<file path="src/rtl/multdiv_pkg.sv">
// ----------------------------------------------------------------------------
// multdiv_pkg
//   Shared types and constants for the iterative multiply/divide unit.
//   - state_e      : control FSM states
//   - XLEN, ITERS  : operand width and iteration count (fixed at 32)
//   - CNT_W        : iteration counter width (counts 0..32, never wraps)
//   - INT_MIN      : most negative 32-bit value (divide-overflow case)
//   - BOOTH_*      : radix-2 Booth recode of {multiplier[0], q-1}
//   - abs32        : two's-complement magnitude helper
// ----------------------------------------------------------------------------
package multdiv_pkg;

    typedef enum logic [1:0] {
        IDLE = 2'd0,
        MUL  = 2'd1,
        DIV  = 2'd2,
        DONE = 2'd3
    } state_e;

    localparam int XLEN  = 32;
    localparam int ITERS = XLEN;
    localparam int CNT_W = 6;

    localparam logic [CNT_W-1:0] CNT_LAST = CNT_W'(ITERS);
    localparam logic [XLEN-1:0]  INT_MIN  = 32'h8000_0000;

    // {multiplier[0], q-1} -> action on the accumulator
    localparam logic [1:0] BOOTH_NOP0 = 2'b00;
    localparam logic [1:0] BOOTH_ADD  = 2'b01;
    localparam logic [1:0] BOOTH_SUB  = 2'b10;
    localparam logic [1:0] BOOTH_NOP1 = 2'b11;

    // |v|; abs32(INT_MIN) yields 0x80000000, which is the correct unsigned magnitude.
    function automatic logic [XLEN-1:0] abs32(input logic [XLEN-1:0] v);
        return v[XLEN-1] ? (~v + 32'd1) : v;
    endfunction

endpackage

</file>
<file path="src/rtl/multdiv_addsub33.sv">
// ----------------------------------------------------------------------------
// multdiv_addsub33
//   33-bit adder/subtractor shared by the Booth multiply step and the
//   restoring-division trial subtract.
//   Ports:
//     a   in  33  first operand
//     b   in  33  second operand
//     sub in  1   0: sum = a + b, 1: sum = a - b
//     sum out 33  result, modulo 2^33
// ----------------------------------------------------------------------------
module multdiv_addsub33 (
    input  logic [32:0] a,
    input  logic [32:0] b,
    input  logic        sub,
    output logic [32:0] sum
);

    // Subtraction as a + ~b + 1 so a single carry chain serves both modes.
    assign sum = a + (b ^ {33{sub}}) + {32'd0, sub};

endmodule

</file>
<file path="src/rtl/multdiv_unit.sv">
// ----------------------------------------------------------------------------
// multdiv_unit
//   Iterative signed 32-bit multiply / divide unit. A one-cycle ctrl_MULT or
//   ctrl_DIV pulse starts an operation; one bit is processed per clock and
//   data_resultRDY pulses for one cycle when the result is registered.
//   Multiply: radix-2 Booth on a 65-bit {acc, multiplier, q-1} register.
//   Divide  : restoring division on |A| / |B|, sign fixed up at the end.
//   A start pulse in any state aborts the current operation and restarts.
//
//   Ports:
//     clock          in   1   rising-edge clock
//     reset_n        in   1   asynchronous active-low reset
//     data_operandA  in   32  multiplicand / dividend (start cycle only)
//     data_operandB  in   32  multiplier / divisor (start cycle only)
//     ctrl_MULT      in   1   start multiply (wins over ctrl_DIV)
//     ctrl_DIV       in   1   start divide
//     data_result    out  32  last completed result
//     data_exception out  1   error flag, valid while data_resultRDY=1
//     data_resultRDY out  1   one-cycle completion pulse
//     busy           out  1   operation in flight (MUL, DIV or DONE)
//     dbg_state      out  2   current FSM state (state_e encoding)
//
//   Build option: MULTDIV_EARLY_OUT_EN -- a multiply with a zero operand or a
//   divide by zero skips the iterations and completes on the first edge after
//   the start edge. Without it every operation takes 33 cycles.
// ----------------------------------------------------------------------------
module multdiv_unit
    import multdiv_pkg::*;
#(
    parameter int WIDTH = XLEN
) (
    input  logic             clock,
    input  logic             reset_n,
    input  logic [WIDTH-1:0] data_operandA,
    input  logic [WIDTH-1:0] data_operandB,
    input  logic             ctrl_MULT,
    input  logic             ctrl_DIV,
    output logic [WIDTH-1:0] data_result,
    output logic             data_exception,
    output logic             data_resultRDY,
    output logic             busy,
    output logic [1:0]       dbg_state
);

    if (WIDTH != XLEN) begin : g_width_check
        $error("multdiv_unit: only WIDTH=32 is supported");
    end

    // ------------------------------------------------------------------
    // State
    // ------------------------------------------------------------------
    state_e             state_q, state_d;
    logic [CNT_W-1:0]   cnt_q, cnt_d;
    logic [XLEN-1:0]    acc_q, acc_d;      // Booth accumulator / division remainder
    logic [XLEN-1:0]    mq_q, mq_d;        // multiplier -> product low / dividend -> quotient
    logic               qm1_q, qm1_d;      // Booth q-1 bit
    logic [XLEN-1:0]    mcand_q, mcand_d;  // multiplicand / divisor magnitude
    logic               neg_q, neg_d;      // quotient must be negated
    logic               divz_q, divz_d;    // divide by zero
    logic               ovf_q, ovf_d;      // INT_MIN / -1
    logic [XLEN-1:0]    res_q, res_d;
    logic               exc_q, exc_d;
`ifdef MULTDIV_EARLY_OUT_EN
    logic               early_q, early_d;  // result known without iterating
`endif

    logic               start;
    logic               iter_done;
    logic [1:0]         booth_code;
    logic [32:0]        div_shift;
    logic [32:0]        add_a, add_b, add_sum;
    logic               add_sub;
    logic [XLEN-1:0]    mul_res, div_res;
    logic               mul_exc, div_exc;

    assign start      = ctrl_MULT | ctrl_DIV;
    assign booth_code = {mq_q[0], qm1_q};
    // Remainder shifted left with the next dividend bit brought in.
    assign div_shift  = {acc_q, mq_q[XLEN-1]};

`ifdef MULTDIV_EARLY_OUT_EN
    assign iter_done = (cnt_q == CNT_LAST) || early_q;
`else
    assign iter_done = (cnt_q == CNT_LAST);
`endif

    // ------------------------------------------------------------------
    // Shared adder operand selection
    // ------------------------------------------------------------------
    always_comb begin
        add_a   = {acc_q[XLEN-1], acc_q};
        add_b   = {mcand_q[XLEN-1], mcand_q};
        add_sub = 1'b0;
        if (state_q == DIV) begin
            add_a   = div_shift;
            add_b   = {1'b0, mcand_q};
            add_sub = 1'b1;
        end else begin
            case (booth_code)
                BOOTH_ADD:              add_sub = 1'b0;
                BOOTH_SUB:              add_sub = 1'b1;
                BOOTH_NOP0, BOOTH_NOP1: add_b   = '0;
                default:                add_b   = '0;
            endcase
        end
    end

    multdiv_addsub33 u_addsub (
        .a   (add_a),
        .b   (add_b),
        .sub (add_sub),
        .sum (add_sum)
    );

    // ------------------------------------------------------------------
    // Result formation from the final iteration registers
    // ------------------------------------------------------------------
    always_comb begin
        mul_res = mq_q;
        // Product overflows 32 bits when the high word is not all copies of bit 31.
        mul_exc = (acc_q != {XLEN{mq_q[XLEN-1]}});
`ifdef MULTDIV_EARLY_OUT_EN
        if (early_q) begin
            mul_res = '0;
            mul_exc = 1'b0;
        end
`endif
    end

    always_comb begin
        div_exc = divz_q | ovf_q;
        if (divz_q) begin
            div_res = '0;
        end else if (ovf_q) begin
            div_res = INT_MIN;
        end else if (neg_q) begin
            div_res = ~mq_q + 32'd1;
        end else begin
            div_res = mq_q;
        end
    end

    // ------------------------------------------------------------------
    // Next-state / datapath
    // ------------------------------------------------------------------
    always_comb begin
        state_d = state_q;
        cnt_d   = cnt_q;
        acc_d   = acc_q;
        mq_d    = mq_q;
        qm1_d   = qm1_q;
        mcand_d = mcand_q;
        neg_d   = neg_q;
        divz_d  = divz_q;
        ovf_d   = ovf_q;
        res_d   = res_q;
        exc_d   = exc_q;
`ifdef MULTDIV_EARLY_OUT_EN
        early_d = early_q;
`endif

        case (state_q)
            MUL: begin
                if (iter_done) begin
                    state_d = DONE;
                    res_d   = mul_res;
                    exc_d   = mul_exc;
                end else begin
                    // Add/sub then arithmetic shift right of {acc, mq, q-1}.
                    acc_d = add_sum[32:1];
                    mq_d  = {add_sum[0], mq_q[XLEN-1:1]};
                    qm1_d = mq_q[0];
                    cnt_d = cnt_q + CNT_W'(1);
                end
            end
            DIV: begin
                if (iter_done) begin
                    state_d = DONE;
                    res_d   = div_res;
                    exc_d   = div_exc;
                end else begin
                    // Trial subtract; a non-negative difference sets the quotient bit.
                    if (!add_sum[32]) begin
                        acc_d = add_sum[XLEN-1:0];
                        mq_d  = {mq_q[XLEN-2:0], 1'b1};
                    end else begin
                        acc_d = div_shift[XLEN-1:0];
                        mq_d  = {mq_q[XLEN-2:0], 1'b0};
                    end
                    cnt_d = cnt_q + CNT_W'(1);
                end
            end
            DONE: begin
                state_d = IDLE;
            end
            default: begin
                state_d = IDLE;
            end
        endcase

        // A start pulse overrides everything above, including a completion
        // that would otherwise be registered this edge.
        if (start) begin
            cnt_d  = '0;
            acc_d  = '0;
            qm1_d  = 1'b0;
            res_d  = res_q;
            exc_d  = exc_q;
            if (ctrl_MULT) begin
                state_d = MUL;
                mcand_d = data_operandA;
                mq_d    = data_operandB;
                neg_d   = 1'b0;
                divz_d  = 1'b0;
                ovf_d   = 1'b0;
`ifdef MULTDIV_EARLY_OUT_EN
                early_d = (data_operandA == '0) || (data_operandB == '0);
`endif
            end else begin
                state_d = DIV;
                mcand_d = abs32(data_operandB);
                mq_d    = abs32(data_operandA);
                neg_d   = data_operandA[XLEN-1] ^ data_operandB[XLEN-1];
                divz_d  = (data_operandB == '0);
                ovf_d   = (data_operandA == INT_MIN) && (data_operandB == '1);
`ifdef MULTDIV_EARLY_OUT_EN
                early_d = (data_operandB == '0);
`endif
            end
        end
    end

    always_ff @(posedge clock or negedge reset_n) begin
        if (!reset_n) begin
            state_q <= IDLE;
            cnt_q   <= '0;
            acc_q   <= '0;
            mq_q    <= '0;
            qm1_q   <= 1'b0;
            mcand_q <= '0;
            neg_q   <= 1'b0;
            divz_q  <= 1'b0;
            ovf_q   <= 1'b0;
            res_q   <= '0;
            exc_q   <= 1'b0;
`ifdef MULTDIV_EARLY_OUT_EN
            early_q <= 1'b0;
`endif
        end else begin
            state_q <= state_d;
            cnt_q   <= cnt_d;
            acc_q   <= acc_d;
            mq_q    <= mq_d;
            qm1_q   <= qm1_d;
            mcand_q <= mcand_d;
            neg_q   <= neg_d;
            divz_q  <= divz_d;
            ovf_q   <= ovf_d;
            res_q   <= res_d;
            exc_q   <= exc_d;
`ifdef MULTDIV_EARLY_OUT_EN
            early_q <= early_d;
`endif
        end
    end

    // ------------------------------------------------------------------
    // Outputs
    // ------------------------------------------------------------------
    assign data_result    = res_q;
    assign data_exception = exc_q;
    assign data_resultRDY = (state_q == DONE);
    assign busy           = (state_q != IDLE);
    assign dbg_state      = state_q;

endmodule

</file>
<file path="config.mk">
export PLATFORM = sky130hd
export DESIGN_NAME = multdiv_unit
export DESIGN_NICKNAME = d
export VERILOG_FILES = /design/src/rtl/multdiv_pkg.sv /design/src/rtl/multdiv_addsub33.sv /design/src/rtl/multdiv_unit.sv
export SDC_FILE = /design/constraint.sdc
export NUM_CORES = 1
export LEC_CHECK = 0
export BUFFER_PORTS_ARGS = -buffer_cell sky130_fd_sc_hd__buf_2
export CAP_MARGIN = 10
export CORE_MARGIN = 1
export CORE_UTILIZATION = 35
export DETAILED_ROUTE_END_ITERATION = 10
export SLEW_MARGIN = 20
export SYNTH_ARGS = -nofsm -noshare
export SYNTH_HDL_FRONTEND = slang
export SYNTH_SLANG_ARGS = --single-unit
</file>
<file path="constraint.sdc">
create_clock -name clock -period 8.29 [get_ports clock]
set_input_delay 0.829 -clock clock [delete_from_list [all_inputs] [get_ports clock]]
set_output_delay 0.829 -clock clock [all_outputs]
set_load 0.01 [all_outputs]
</file>
After elaboration in Yosys (flattened, before gate mapping):

Cells that the tools add are included.

* flip-flop bits (word level): 141
* input port bits: 68
* output and inout port bits: 37
* word-level logic and storage cells: 95

* add/sub/neg operators: 6
* eq/ne operators: 15
* muxes and demuxes: 41
* bitwise operators: 8
* reduce and logical (&&, ||, !) cells: 14

Operator list (number)
* 32-bit 2-to-1 mux: 17
* 32-bit one-hot mux with 2 select lines: 3
* 32-bit by 1-bit adder with 32-bit output, second input constant: 3
* 32-bit NOT: 3
* 33-bit 2-to-1 mux: 2
* 32-bit equality test, second input constant: 2
* 33-bit by 1-bit adder with 33-bit output: 1
* 33-bit adder: 1
* 33-bit XOR: 1
* 32-bit zero test: 1
* 32-bit inequality test: 1
* 6-bit 2-to-1 mux: 3
* 1-bit 2-to-1 mux: 11
* 2-bit equality test, second input constant: 4
* 2-bit 2-to-1 mux: 4
* 2-bit nonzero test: 4
* 6-bit by 1-bit adder with 6-bit output, second input constant: 1
* 6-bit equality test, second input constant: 1
* 2-bit inequality test, second input constant: 3
* 3-bit inequality test, second input constant: 2
* 2-bit AND reduction: 2
* 4-bit AND reduction: 1
* 2-bit OR reduction: 2
* 3-bit by 1-bit inequality test with 1-bit output, second input constant: 1
* 9 further kinds: 10

Logic depth before layout (Yosys ltp):

* depth after elaboration: 11
* gate-level depth with buffers: 20
* gate-level depth less buffers: 16

Modules after synthesis:

Synthesis repeated with hierarchy kept, for this count alone.

* cell total of the unflattened synthesis: 1532
* area, all modules: 12161.7 µm²

Modules (own cells, without submodules)
* multdiv_unit: times used 1, cells each 1233, area an instance 10079.7 µm²
* multdiv_addsub33: times used 1, cells each 299, area an instance 2082.0 µm²

Worst setup path before layout:

Ideal clock, no wire load.

* kind: flip-flop to flip-flop
* from: register state_q[0] (netlist: dbg_state[0])
* to: register acc_q[31]
* arrival time: 4.965 ns
* setup slack: 3.224 ns
* cell stages (with the launch flop): 19
* buffers on the path: 5
* period minus slack after synthesis: 5.066 ns
* cell sequence: dfrtp_1 > inv_1 > ha_1 > clkbuf_1 > clkbuf_1 > buf_1 > buf_1 > mux2_2 > ha_1 > a2111oi_0 > o21ai_0 > o22a_1 > a221o_1 > a21oi_2 > mux4_2 > nor2b_1 > buf_4 > o31a_1 > o32ai_1

* cells in the longest elaborated chain, start to end: 9

Ends and longest elaborated chain
* from (decl): line multdiv_unit.sv:52 `state_e state_q, state_d;`
* from (signal assigned): line multdiv_unit.sv:250 `state_q <= state_d;`
* 2-bit equality test: line multdiv_unit.sv:94, multdiv_unit.sv:162
* 33-bit 2-to-1 mux or 1-bit 2-to-1 mux (tied branches): line multdiv_unit.sv:94 `if (state_q == DIV) begin`
* 33-bit XOR: line multdiv_addsub33.sv:19 `assign sum = a + (b ^ {33{sub}}) + {32'd0, sub};`
* 33-bit adder: line multdiv_addsub33.sv:19
* 33-bit by 1-bit adder with 33-bit output: line multdiv_addsub33.sv:19
* 32-bit 2-to-1 mux: line multdiv_unit.sv:183 `if (!add_sum[32]) begin`
* 32-bit 2-to-1 mux: line multdiv_unit.sv:177 `if (iter_done) begin`
* 32-bit one-hot mux with 2 select lines: line multdiv_unit.sv:162 `case (state_q)`
* 32-bit 2-to-1 mux: line multdiv_unit.sv:203 `if (start) begin`
* to (signal assigned): line multdiv_unit.sv:237 `acc_q <= '0;`
* to (signal assigned): line multdiv_unit.sv:252 `acc_q <= acc_d;`
* to (decl): line multdiv_unit.sv:54 `logic [XLEN-1:0] acc_q, acc_d;`

Parallel ways exist; a longest one is shown, timed or not. The select of a mux whose other input is x is not followed.
A chain may end at the register's enable or synchronous reset.

Worst setup path in the final report:

* from: register state_q[0] (netlist: dbg_state[0])
* to: register acc_q[26]

The elaborated chain is that of the path after synthesis.

==> metrics.txt <==
final net count=1768; Max-cap violations=0; required time of the critical path=8590 ps; ranking of synthesized cells by area=dfrtp_1 28%, nand2_1 7.8%, xor2_1 7.1%, o21ai_0 6.6%, a21oi_1 5.1%; number of buffers created by CTS=17; Post-synth top cells=259 x nand2_1, 164 x o21ai_0, 141 x dfrtp_1; switching share of total power=0.403; total global-route track usage=0.241; DRC violations left=0; worst slew pin tran=1050 ps; Mapped Cells=1628; clock sink count=141; # resized after CTS=0; placed cell areas=0.0132 sq mm; Pre-antenna DRT Iters=5; routed wire length=43600 microns; Critical Path Sink Type=flop; worst path arrival time=5790 ps; Clock Path Buffers=2; Final Cell Area=0.0139 sq mm; fraction of registers with async set/reset=1.00; Setup TNS=0 ps; Worst Setup SP=dbg_state[0]; global-route wire length before repair=67800 microns; io pins=105; DR WL/cell=20.5 microns; # hold bufs at CTS=0; worst setup path category=reg2reg; Worst setup SP type=flop; synth warn=0; status=complete, no violations; GRT overflow=0; GRT Max-Usage Layer=met2; vias=12588; sequential fraction of design power=0.313; GR Layer Usage met1=0.343; worst-case reg-to-reg path depth=15; Synth area leader=dfrtp_1; fmax=0.182 GHz; largest net degree at the start of global routing=81; Clock Latency Late Sink=450 ps; vias in the first global route=11717; Top cell by count, worst path=nand2_1; crit path max fanout=59; Setup crit end=acc_q[26]; Power Density=215 mW/mm^2; P_sw=0.00120 W; share of cells above drive strength 1=0.128; Vias/cell=5.93; Layout Area Growth over Synthesis=11.9%; final worst path period share=0.663; FF-to-FF End=acc_q[26]; clock power share=0.301; DRT iter0 DRCs=1348; met2 Track Usage GR=0.362; Mean Syn Cell Area=7.63 sq um; Max Slew Vio Count=0; post-DP HPWL=32400 microns; internal reg-to-reg setup slack=2800 ps; Max VDD drop=0.160 mV; Die Ht=190 microns; combinational fraction of design power=0.385; CP peak stage delay=580 ps; Final Hold Fails=0; Internal Power=0.00178 W; critical path's slowest cell=nor2_4; Syn Nets=1740; total leakage power=5.78 nW; number of synthesized flops with an enable pin=0; relative slew slack=0.301; routability-driven placement congestion ratio=0.909; root buffer cell=clkbuf_16; number of port buffers=104; antenna violations before repair=0; Core ar.=0.0347 sq mm; Primary FF master, synth=dfrtp_1; post-synthesis sequential area ratio=0.284; chip width=190 microns; Tmin final=5490 ps; most numerous cell in the Yosys netlist=nand2_1; clock slew at reported path FFs=70 ps; Post-CTS Setup Inserts=0; grt met3 use=0.0464; die area=0.0362 sq mm; Distinct cells, synth=73; Detail Route Antenna Nets=0; CP Cell Sequence=inv_1 -> ha_4 -> nor2_4 -> buf_4 -> xor2_1 -> ha_1 -> a211oi_1 -> o22ai_1 -> a22oi_1 -> nand2_1 -> a21oi_2 -> mux2_2 -> nand2_1 -> a2111oi_0 -> nor4_1; unrepaired setup endpoints after global routing=no; share of the synthesized area in the top cell type=0.284; clock skew=16.8 ps; Final Setup Violations=0; CTS tree=built; diode count=0; Worst R2R Start=dbg_state[0]; row cnt=68; H-tree depth=4; type of the most critical hold path=in2async; Mapped Area=0.0124 sq mm; initial core utilization=0.358; Synth Register Bits=141
## worst max-delay path, delay by kind of cell (launching register included)
kind / cells / cell delay [ps]
compound gates: 5 / 1870
xor+xnor: 1 / 210
fa+ha+maj: 2 / 710
buf+inv: 2 / 480
flops: 1 / 430
mux: 1 / 360
simple gates: 4 / 1240
## worst min-delay path by stage
stage,endpoint,slack (ps),cells after the start
after floorplan,mcand_q[29],470,2
after global placement,data_result[7],450,2
after detailed placement,data_result[7],460,2
after CTS,data_result[11],480,1
after global routing,data_result[5],500,1
final,data_result[25],440,1
## power groups by stage
stage / logic (W) / registers (W) / clock network [W]
floorplan: 0.000765 / 0.000917 / 0
global placement: 0.00112 / 0.000939 / 0
detailed placement: 0.00113 / 0.000942 / 0
CTS: 0.00114 / 0.000931 / 0.000906
global route: 0.00127 / 0.000951 / 0.000932
finish: 0.00115 / 0.000934 / 0.000898
## logic make-up after synthesis
logic type / Yosys count / share of synthesized area
buffers and inverters: 140 / 0.0437
AOI/OAI and AO/OA: 534 / 0.268
adders and majority gates: 44 / 0.0449
xor gates and xnor gates: 128 / 0.0903
and+or+nand+nor: 589 / 0.222
DFF: 141 / 0.284
muxes: 52 / 0.0464
## per-layer routing
layer | part of all wire | wire (microns)
met5 | 0 | 0
met4 | 0.026 | 1110
met3 | 0.081 | 3520
met2 | 0.44 | 19400
met1 | 0.45 | 19600
## state kept, by name, indices dropped and copies added (netlist names)
register        flops
ovf_q               1
neg_q               1
mcand_q            32
qm1_q               1
dbg_state           2
data_result        32
acc_q              32
divz_q              1
cnt_q               6
data_exception      1
mq_q               32
## layout make-up
class / instances / area (sq um)
Sequential cell: 141 / 3530
Inverter: 28 / 105
Clock buffer: 20 / 457
Multi-Input combinational cell: 1347 / 8370
Timing Repair Buffer: 121 / 657
Fill cell: 3664 / 20800
Tap cell: 455 / 569
Clock inverter: 12 / 205
## cell usage in the layout, fill, tap and decap left out, drive strengths merged, types with 8 or more instances in the layout
cell type | netlist | layout
nand2 | 259 | 259
a211oi | 62 | 62
dfrtp | 141 | 141
ha | 43 | 43
a22oi | 13 | 13
o211ai | 8 | 8
inv | 28 | 31
nor3 | 56 | 56
and3 | 12 | 12
o41ai | 11 | 11
nor4 | 18 | 18
clkbuf | 90 | 20
a21oi | 127 | 127
o21ai | 170 | 170
nand4 | 20 | 20
o31ai | 33 | 33
nand2b | 13 | 13
nand3 | 25 | 25
nor2b | 32 | 32
a21o | 24 | 24
xor2 | 101 | 101
o22ai | 8 | 8
xnor2 | 27 | 27
or3 | 14 | 14
mux2 | 34 | 34
nor2 | 113 | 113
buf | 22 | 121
o21a | 8 | 8
mux2i | 17 | 17
or4 | 10 | 10
a31oi | 22 | 22
## stage by stage
stage,util,hold slack [ps],total power [W],setup WS [ps],cells
after floorplan,-,473,0.00168,3220,1628
after global placement,0.381,453,0.00206,3080,2092
after detailed placement,0.381,464,0.00208,2830,2092
after CTS,0.400,481,0.00298,2800,2124
after global routing,0.400,500,0.00315,2420,2124
final,0.400,440,0.00298,2800,2124
Note: power is estimated with default switching activity, not from simulation.
